==> config.mk <==
export PLATFORM = sky130hd
export DESIGN_NAME = uart_rx
export DESIGN_NICKNAME = d
export VERILOG_FILES = /design/src/rtl/uart_pkg.sv /design/src/rtl/sync_2ff.sv /design/src/rtl/uart_rx.sv
export SDC_FILE = /design/constraint.sdc
export NUM_CORES = 1
export LEC_CHECK = 0
export BUFFER_PORTS_ARGS = -buffer_cell sky130_fd_sc_hd__buf_4
export CORE_MARGIN = 2
export CORE_UTILIZATION = 51
export DETAILED_ROUTE_END_ITERATION = 8
export PLACE_DENSITY = 0.84
export SKIP_LAST_GASP = 1
export SYNTH_ARGS = -nofsm -noshare
export SYNTH_HDL_FRONTEND = slang
export SYNTH_SLANG_ARGS = --single-unit
==> constraint.sdc <==
create_clock -name clk -period 1.4 [get_ports clk]
set_input_delay 0.28 -clock clk [delete_from_list [all_inputs] [get_ports clk]]
set_output_delay 0.28 -clock clk [all_outputs]
set_load 0.01 [all_outputs]
==> src/rtl/uart_pkg.sv <==
// Shared UART definitions: receiver/transmitter frame-state encoding.
`timescale 1ns/1ps
package uart_pkg;

    // Frame phases: waiting for a start edge, checking the start bit,
    // shifting data bits, checking the stop bit.
    typedef enum logic [1:0] {
        IDLE  = 2'd0,
        START = 2'd1,
        DATA  = 2'd2,
        STOP  = 2'd3
    } uart_state_e;

endpackage

==> src/rtl/sync_2ff.sv <==
// Generic 1-bit two-flop synchroniser for bringing an asynchronous level
// into the clk domain. Both flops reset to RESET_VAL.
`timescale 1ns/1ps
module sync_2ff #(
    parameter logic RESET_VAL = 1'b1
) (
    input  logic clk,
    input  logic rst_i,
    input  logic d_i,
    output logic q_o
);

    logic [1:0] sync_q;

    // Shift the raw input through two flops; the second flop's output is safe to use.
    always_ff @(posedge clk or posedge rst_i) begin
        if (rst_i) begin
            sync_q <= {2{RESET_VAL}};
        end else begin
            sync_q <= {sync_q[0], d_i};
        end
    end

    assign q_o = sync_q[1];

endmodule

==> src/rtl/uart_rx.sv <==
// UART receiver: one start bit, WIDTH data bits MSB first, one or more stop
// bits, no parity. Bits are sampled once, SAMPLE_PHASE cycles into each bit
// period measured from the detected start edge. Good words are presented
// on o_data with a one-cycle o_data_valid pulse the cycle after the update.
`timescale 1ns/1ps
module uart_rx
    import uart_pkg::*;
#(
    parameter int WIDTH        = 8,
    parameter int DIVISOR      = 4,
    parameter int SAMPLE_PHASE = DIVISOR / 2
) (
    input  logic             clk,
    input  logic             i_reset,
    input  logic             i_rx,
    output logic [WIDTH-1:0] o_data,
    output logic             o_data_valid
);

    localparam int CNT_W = $clog2(DIVISOR);
    localparam int IDX_W = $clog2(WIDTH + 1);

    // Counter values at which the current edge is a sample point.
    localparam logic [CNT_W-1:0] PHASE_LAST = CNT_W'(SAMPLE_PHASE - 1);
    localparam logic [CNT_W-1:0] BIT_LAST   = CNT_W'(DIVISOR - 1);
    localparam logic [IDX_W-1:0] IDX_LAST   = IDX_W'(WIDTH - 1);

    logic rx_s;

    uart_state_e       state_q,  state_d;
    logic [CNT_W-1:0]  cnt_q,    cnt_d;
    logic [IDX_W-1:0]  idx_q,    idx_d;
    logic [WIDTH-1:0]  shift_q,  shift_d;
    logic [WIDTH-1:0]  data_q,   data_d;
    logic              pend_q,   pend_d;
    logic              valid_q,  valid_d;
    logic              prev_q,   prev_d;
    logic [1:0]        settle_q, settle_d;

    sync_2ff #(
        .RESET_VAL (1'b1)
    ) u_sync (
        .clk   (clk),
        .rst_i (i_reset),
        .d_i   (i_rx),
        .q_o   (rx_s)
    );

    // State and datapath registers; everything clears on reset.
    always_ff @(posedge clk or posedge i_reset) begin
        if (i_reset) begin
            state_q  <= IDLE;
            cnt_q    <= '0;
            idx_q    <= '0;
            shift_q  <= '0;
            data_q   <= '0;
            pend_q   <= 1'b0;
            valid_q  <= 1'b0;
            prev_q   <= 1'b0;
            settle_q <= 2'd0;
        end else begin
            state_q  <= state_d;
            cnt_q    <= cnt_d;
            idx_q    <= idx_d;
            shift_q  <= shift_d;
            data_q   <= data_d;
            pend_q   <= pend_d;
            valid_q  <= valid_d;
            prev_q   <= prev_d;
            settle_q <= settle_d;
        end
    end

    // Next-state logic: edge detect, bit timing, shifting and frame check.
    always_comb begin
        state_d  = state_q;
        cnt_d    = cnt_q + CNT_W'(1);
        idx_d    = idx_q;
        shift_d  = shift_q;
        data_d   = data_q;
        pend_d   = 1'b0;
        valid_d  = pend_q;
        // The synchroniser holds its reset value for two cycles after reset,
        // which is not a real high level; keep the edge detector's history
        // low until the synchroniser reflects the pin, so a line that is
        // already low after reset must go high and fall again to arm.
        settle_d = (settle_q == 2'd2) ? settle_q : settle_q + 2'd1;
        prev_d   = (settle_q == 2'd2) ? rx_s : 1'b0;

        case (state_q)
            IDLE: begin
                if (prev_q && !rx_s) begin
                    state_d = START;
                    cnt_d   = '0;
                    idx_d   = '0;
                end
            end
            START: begin
                if (cnt_q == PHASE_LAST) begin
                    cnt_d   = '0;
                    state_d = rx_s ? IDLE : DATA;
                end
            end
            DATA: begin
                if (cnt_q == BIT_LAST) begin
                    cnt_d   = '0;
                    shift_d = (shift_q << 1) | WIDTH'(rx_s);
                    idx_d   = idx_q + IDX_W'(1);
                    if (idx_q == IDX_LAST) begin
                        state_d = STOP;
                    end
                end
            end
            STOP: begin
                if (cnt_q == BIT_LAST) begin
                    cnt_d   = '0;
                    state_d = IDLE;
                    if (rx_s) begin
                        data_d = shift_q;
                        pend_d = 1'b1;
                    end
                end
            end
            default: begin
                state_d = IDLE;
            end
        endcase
    end

    assign o_data       = data_q;
    assign o_data_valid = valid_q;

endmodule

Yosys cells after proc, flatten, opt, wreduce, memory -nomap -nowiden --
Cells that the tools add are included.
Operators by class: reductions and logical operators 9, multiplexer cells 18, add/sub/neg operators 3, equality and inequality tests 12, bitwise gates (word level) 1
Operators with widths (number):
- $mux 2 | 9
- $ne 2x2->1 const B | 5
- $eq 2x2->1 const B | 4
- $mux 4 | 2
- $or 8x1->8 | 1
- $pmux 2 s4 | 1
- $pmux 4 s2 | 1
- $pmux 2 s3 | 1
- $reduce_and 3->1 | 2
- $reduce_and 5->1 | 1
- $add 2x1->2 const B | 2
- $add 4x1->4 const B | 1
- $eq 2x1->1 const B | 2
- $eq 4x3->1 const B | 1
- $mux 1 | 4
- $logic_not 2->1 | 1
- $reduce_and 2->1 | 1
- $reduce_bool 2->1 | 1
- $reduce_or 2->1 | 1
- $logic_and 1x1->1 | 1
- $logic_not 1->1 | 1
Storage, ports and cells: word-level logic and storage cells 53, input bits 3, register bits after elaboration 31, output and inout bits 9

Logic depth before layout (Yosys ltp) --
depth in word-level cells 4, gate-level depth with buffers 5, gate-level depth less buffers 5

Cells and area by module --
From an unflattened synthesis, not the netlist that was laid out.
Second synthesis, totals: cells, all modules 97, area total of the unflattened synthesis 1325.0 um^2
Modules (own cells, without submodules):
- uart_rx | instances 1, area each 1268.7 um^2, cells an instance 94
- sync_2ff | instances 1, area each 56.3 um^2, cells an instance 3

Least setup slack after synthesis --
Ideal clock, no wire load.
kind reg2reg, start reg cnt_q[0], end reg shift_q[1], arrival 1219 ps, path slack 56 ps, cell stages (with the launch flop) 5, data required time 1275 ps, cells stage by stage dfrtp_1 -> ha_1 -> nand3b_4 -> buf_6 -> mux2_2
On the way: longest elaborated chain between the ends 2
Ends and longest elaborated chain:
- start: declaration | line uart_rx.sv:31 | logic [CNT_W-1:0] cnt_q, cnt_d;
- start signal: assignment | line uart_rx.sv:63 | cnt_q <= cnt_d;
- $eq 2x2->1 | line uart_rx.sv:105 | if (cnt_q == BIT_LAST) begin
- $reduce_and 2->1 (no line)
- end signal: assignment | line uart_rx.sv:65 | shift_q <= shift_d;
- end: declaration | line uart_rx.sv:33 | logic [WIDTH-1:0] shift_q, shift_d;
No other way between the ends. A chain may end at the register's enable or synchronous reset.

Worst setup path in the final report --
start reg cnt_q[0], end reg data_q[7] (netlist: o_data[7])
On the way: longest elaborated chain between the ends 2
Ends and longest elaborated chain:
- $eq 2x2->1 | line uart_rx.sv:115 | if (cnt_q == BIT_LAST) begin
- $reduce_and 3->1 (no line)
- end signal: assignment | line uart_rx.sv:66 | data_q <= data_d;
- end: declaration | line uart_rx.sv:34 | logic [WIDTH-1:0] data_q, data_d;
No other way between the ends.

==> impl_metrics.ini <==
[sta]
slew_headroom_pct = 82.3
rsz0062_at_grt = false
skew_ps = 5.86
maxSlewViolCount = 0
hold_viol = 0
finalSetupViolations = 0
fmax_mhz = 738
tightest_slew_ps = 266
timing.final.crit_share_pct = 96.8
finalSetupTns_ps = 0
period_needed_ps = 1350

[global_route]
grt_pass1_vias = 807
grt_pass1_wl_um = 3620
grt_overflow = 0
grt_util_all_layers_pct = 18.1
antenna_found_initial = 0
grt_max_degree = 22

[placed_design]
port_buffers = 11
dp_hpwl_um = 1570
postPlaceCellArea_um2 = 1440
gp_congestion = 0.754

[detailed_routing]
drtAntennaViolNets = 0
drt_iter0_drc = 8
vias = 822
post_drt_wl_per_cell_um = 15.1
dr.pass1.iters = 4
via_per_inst = 5.44
drc = 0
routed_wl_um = 2290

[cts]
numCtsBuffers = 5
cts_tree = built
clock-root-buffer = clkbuf_4
clock_latency_ps = 330
path_clk_slew_ps = 90
cts_max_level = 2
clock-sinks = 31
cts.path.max_buffers = 2

[critical_path]
criticalPathCategory = reg2reg
crit_path_max_fanout = 8
start_kind = flop
cp-end-kind = flop
cp.arrival_ps = 1570
cp.required_ps = 1620

[power_and_ir_drop]
p_per_area_nw_per_um2 = 1640
p_leak_nw = 0.783
vdd_drop_max_mv = 1.14

[synth]
synth_area_leaders = dfrtp_1 55%, mux2_2 13%, ha_1 5.7%
synth.cell_area_um2 = 1310
ys_seq_elements = 31
syn_area_per_cell_um2 = 13.5
syn-num-nets = 106
yosysSeqAreaShare_pct = 59.4
synthCells = 97
ys_types = 26
yosysWarnings = 0
synth_top_cell_area_share_pct = 55.3
synth_top_cell_by_area = dfrtp_1

[run]
drv_cap = 0

[floorplan]
dieArea_um2 = 2990
coreArea_um2 = 2450
start_util_pct = 53.4
die_h_um = 54.7
rows = 18
pin_count = 12
die_w_um = 54.7

[finish]
layout-drive-gt1-share_pct = 38.8
final_area_um2 = 1550
nets = 129
antennaDiodeCount = 0
areaGrowthSynthToFinish_pct = 18.4

[min_path]
holdCritPathClass = in2reg

[status]
status = completed
-- final timing paths --
| path | startpoint | endpoint | slack, ps | cells past startpoint |
|---|---|---|---|---|
| min in group asynchronous | i_reset | o_data_valid$_DFF_PP0_ | 530 | 4 |
| max in group asynchronous | i_reset | o_data[1]$_DFFE_PP0P_ | 600 | 4 |
| min reg2reg | u_sync.sync_q[0]$_DFF_PP1_ | u_sync.sync_q[1]$_DFF_PP1_ | 360 | 0 |
| max reg2reg | cnt_q[0]$_DFF_PP0_ | o_data[7]$_DFFE_PP0P_ | 50 | 3 |
| max | cnt_q[0]$_DFF_PP0_ | o_data[7]$_DFFE_PP0P_ | 50 | 3 |
| min | i_rx | u_sync.sync_q[0]$_DFF_PP1_ | 50 | 1 |
-- where the power goes --
| part | internal [W] | switching [W] | total [W] |
|---|---|---|---|
| clock network | 0.000295 | 0.000294 | 0.000589 |
| registers | 0.00108 | 0.000170 | 0.00125 |
| logic | 0.000362 | 0.000353 | 0.000715 |
| total | 0.00173 | 0.000817 | 0.00255 |
-- cell type report --
type,instances,area (um^2)
Clock buffer,8,68.8
Timing Repair Buffer,18,138
Fill cell,186,902
Sequential cell,31,779
Inverter,7,26.3
Tap cell,30,37.5
Multi-Input combinational cell,57,503
-- metrics by stage --
stage                     total power, W  worst slack (ps)  instances  utilization [%]  hold slack [ps]
final                            0.00255              45.0        151             63.3             49.0
after global routing             0.00273              1.13        151             63.3             10.5
after CTS                        0.00253              20.0        149             62.3             38.4
after detailed placement         0.00192              1.70        140             58.8              298
after global placement           0.00188              64.4        140             58.8              293
after floorplan                  0.00172              56.5         97                -              284
-- per-layer routing --
| metal | vias up | global-route usage (%) | routed length (um) |
|---|---|---|---|
| li1 | 391 | - | - |
| met1 | 402 | 20.2 | 988 |
| met2 | 25 | 29.2 | 1140 |
| met3 | 4 | 9.02 | 115 |
| met4 | 0 | 7.50 | 38 |
| met5 | - | 0 | 0 |
-- synthesized netlist by cell type --
cell type and count:
nand2b_1 2, xnor2_1 2, ha_1 6, o211ai_1 2, o22ai_1 1, o31ai_1 1, nand4_2 1, a31oi_1 2
o21ai_0 6, nand4_1 1, buf_4 2, o21a_1 1, nand3b_1 1, and2_1 2, dfstp_2 2, nor3_1 1
buf_6 1, dfrtp_1 29, mux2_2 15, nand3b_4 1, nand4b_1 1, inv_1 7, nand2_1 3, or4b_4 1
nand3_1 3, a21oi_1 3
-- kinds of logic (layout without fill, tap and decap cells) --
logic type,Yosys count,count (layout),share of synthesized area (%)
fa+ha+maj,6,6,5.73
simple gates,17,18,9.54
compound gates,16,16,7.16
xor+xnor,2,2,1.34
flops,31,31,59.4
buf+inv,10,33,4.01
mux,15,15,12.9
-- worst max-delay path, cell delays in order (launching register included) --
cell	delay, ps
dfrtp_1	440
ha_1	270
nand4_4	180
mux2_2	360
-- sequential cells by signal, summed over array words and instances, names as in the netlist, named ones only --
signal         flops
cnt_q              2
idx_q              4
o_data             8
o_data_valid       1
pend_q             1
prev_q             1
settle_q           2
shift_q            8
state_q            1
u_sync.sync_q      2
-- cells in the final DEF, fill, tap and decap left out, types with 2 or more instances in the layout --
cell type | synthesis | final
dfrtp_1 | 29 | 28
buf_4 | 2 | 17
mux2_2 | 15 | 15
inv_1 | 7 | 7
o21ai_0 | 6 | 6
ha_1 | 6 | 5
clkbuf_4 | 0 | 5
nand2_1 | 3 | 3
a21oi_1 | 3 | 3
nand3_1 | 3 | 3
nand2b_1 | 2 | 2
and2_1 | 2 | 2
o211ai_1 | 2 | 2
a31oi_1 | 2 | 2
xnor2_1 | 2 | 2
clkbuf_8 | 0 | 2
dfstp_2 | 2 | 2
-- repair_timing --
action	4_1_cts	5_1_grt
hold buffers	1	0
cloned	0	1
setup endpoints to repair	8	8
endpoints found under the hold margin	24	0
setup buffers	0	1
pin swaps	0	1
resized for setup	1	2
No activity file was read; power rests on OpenSTA's default activity.
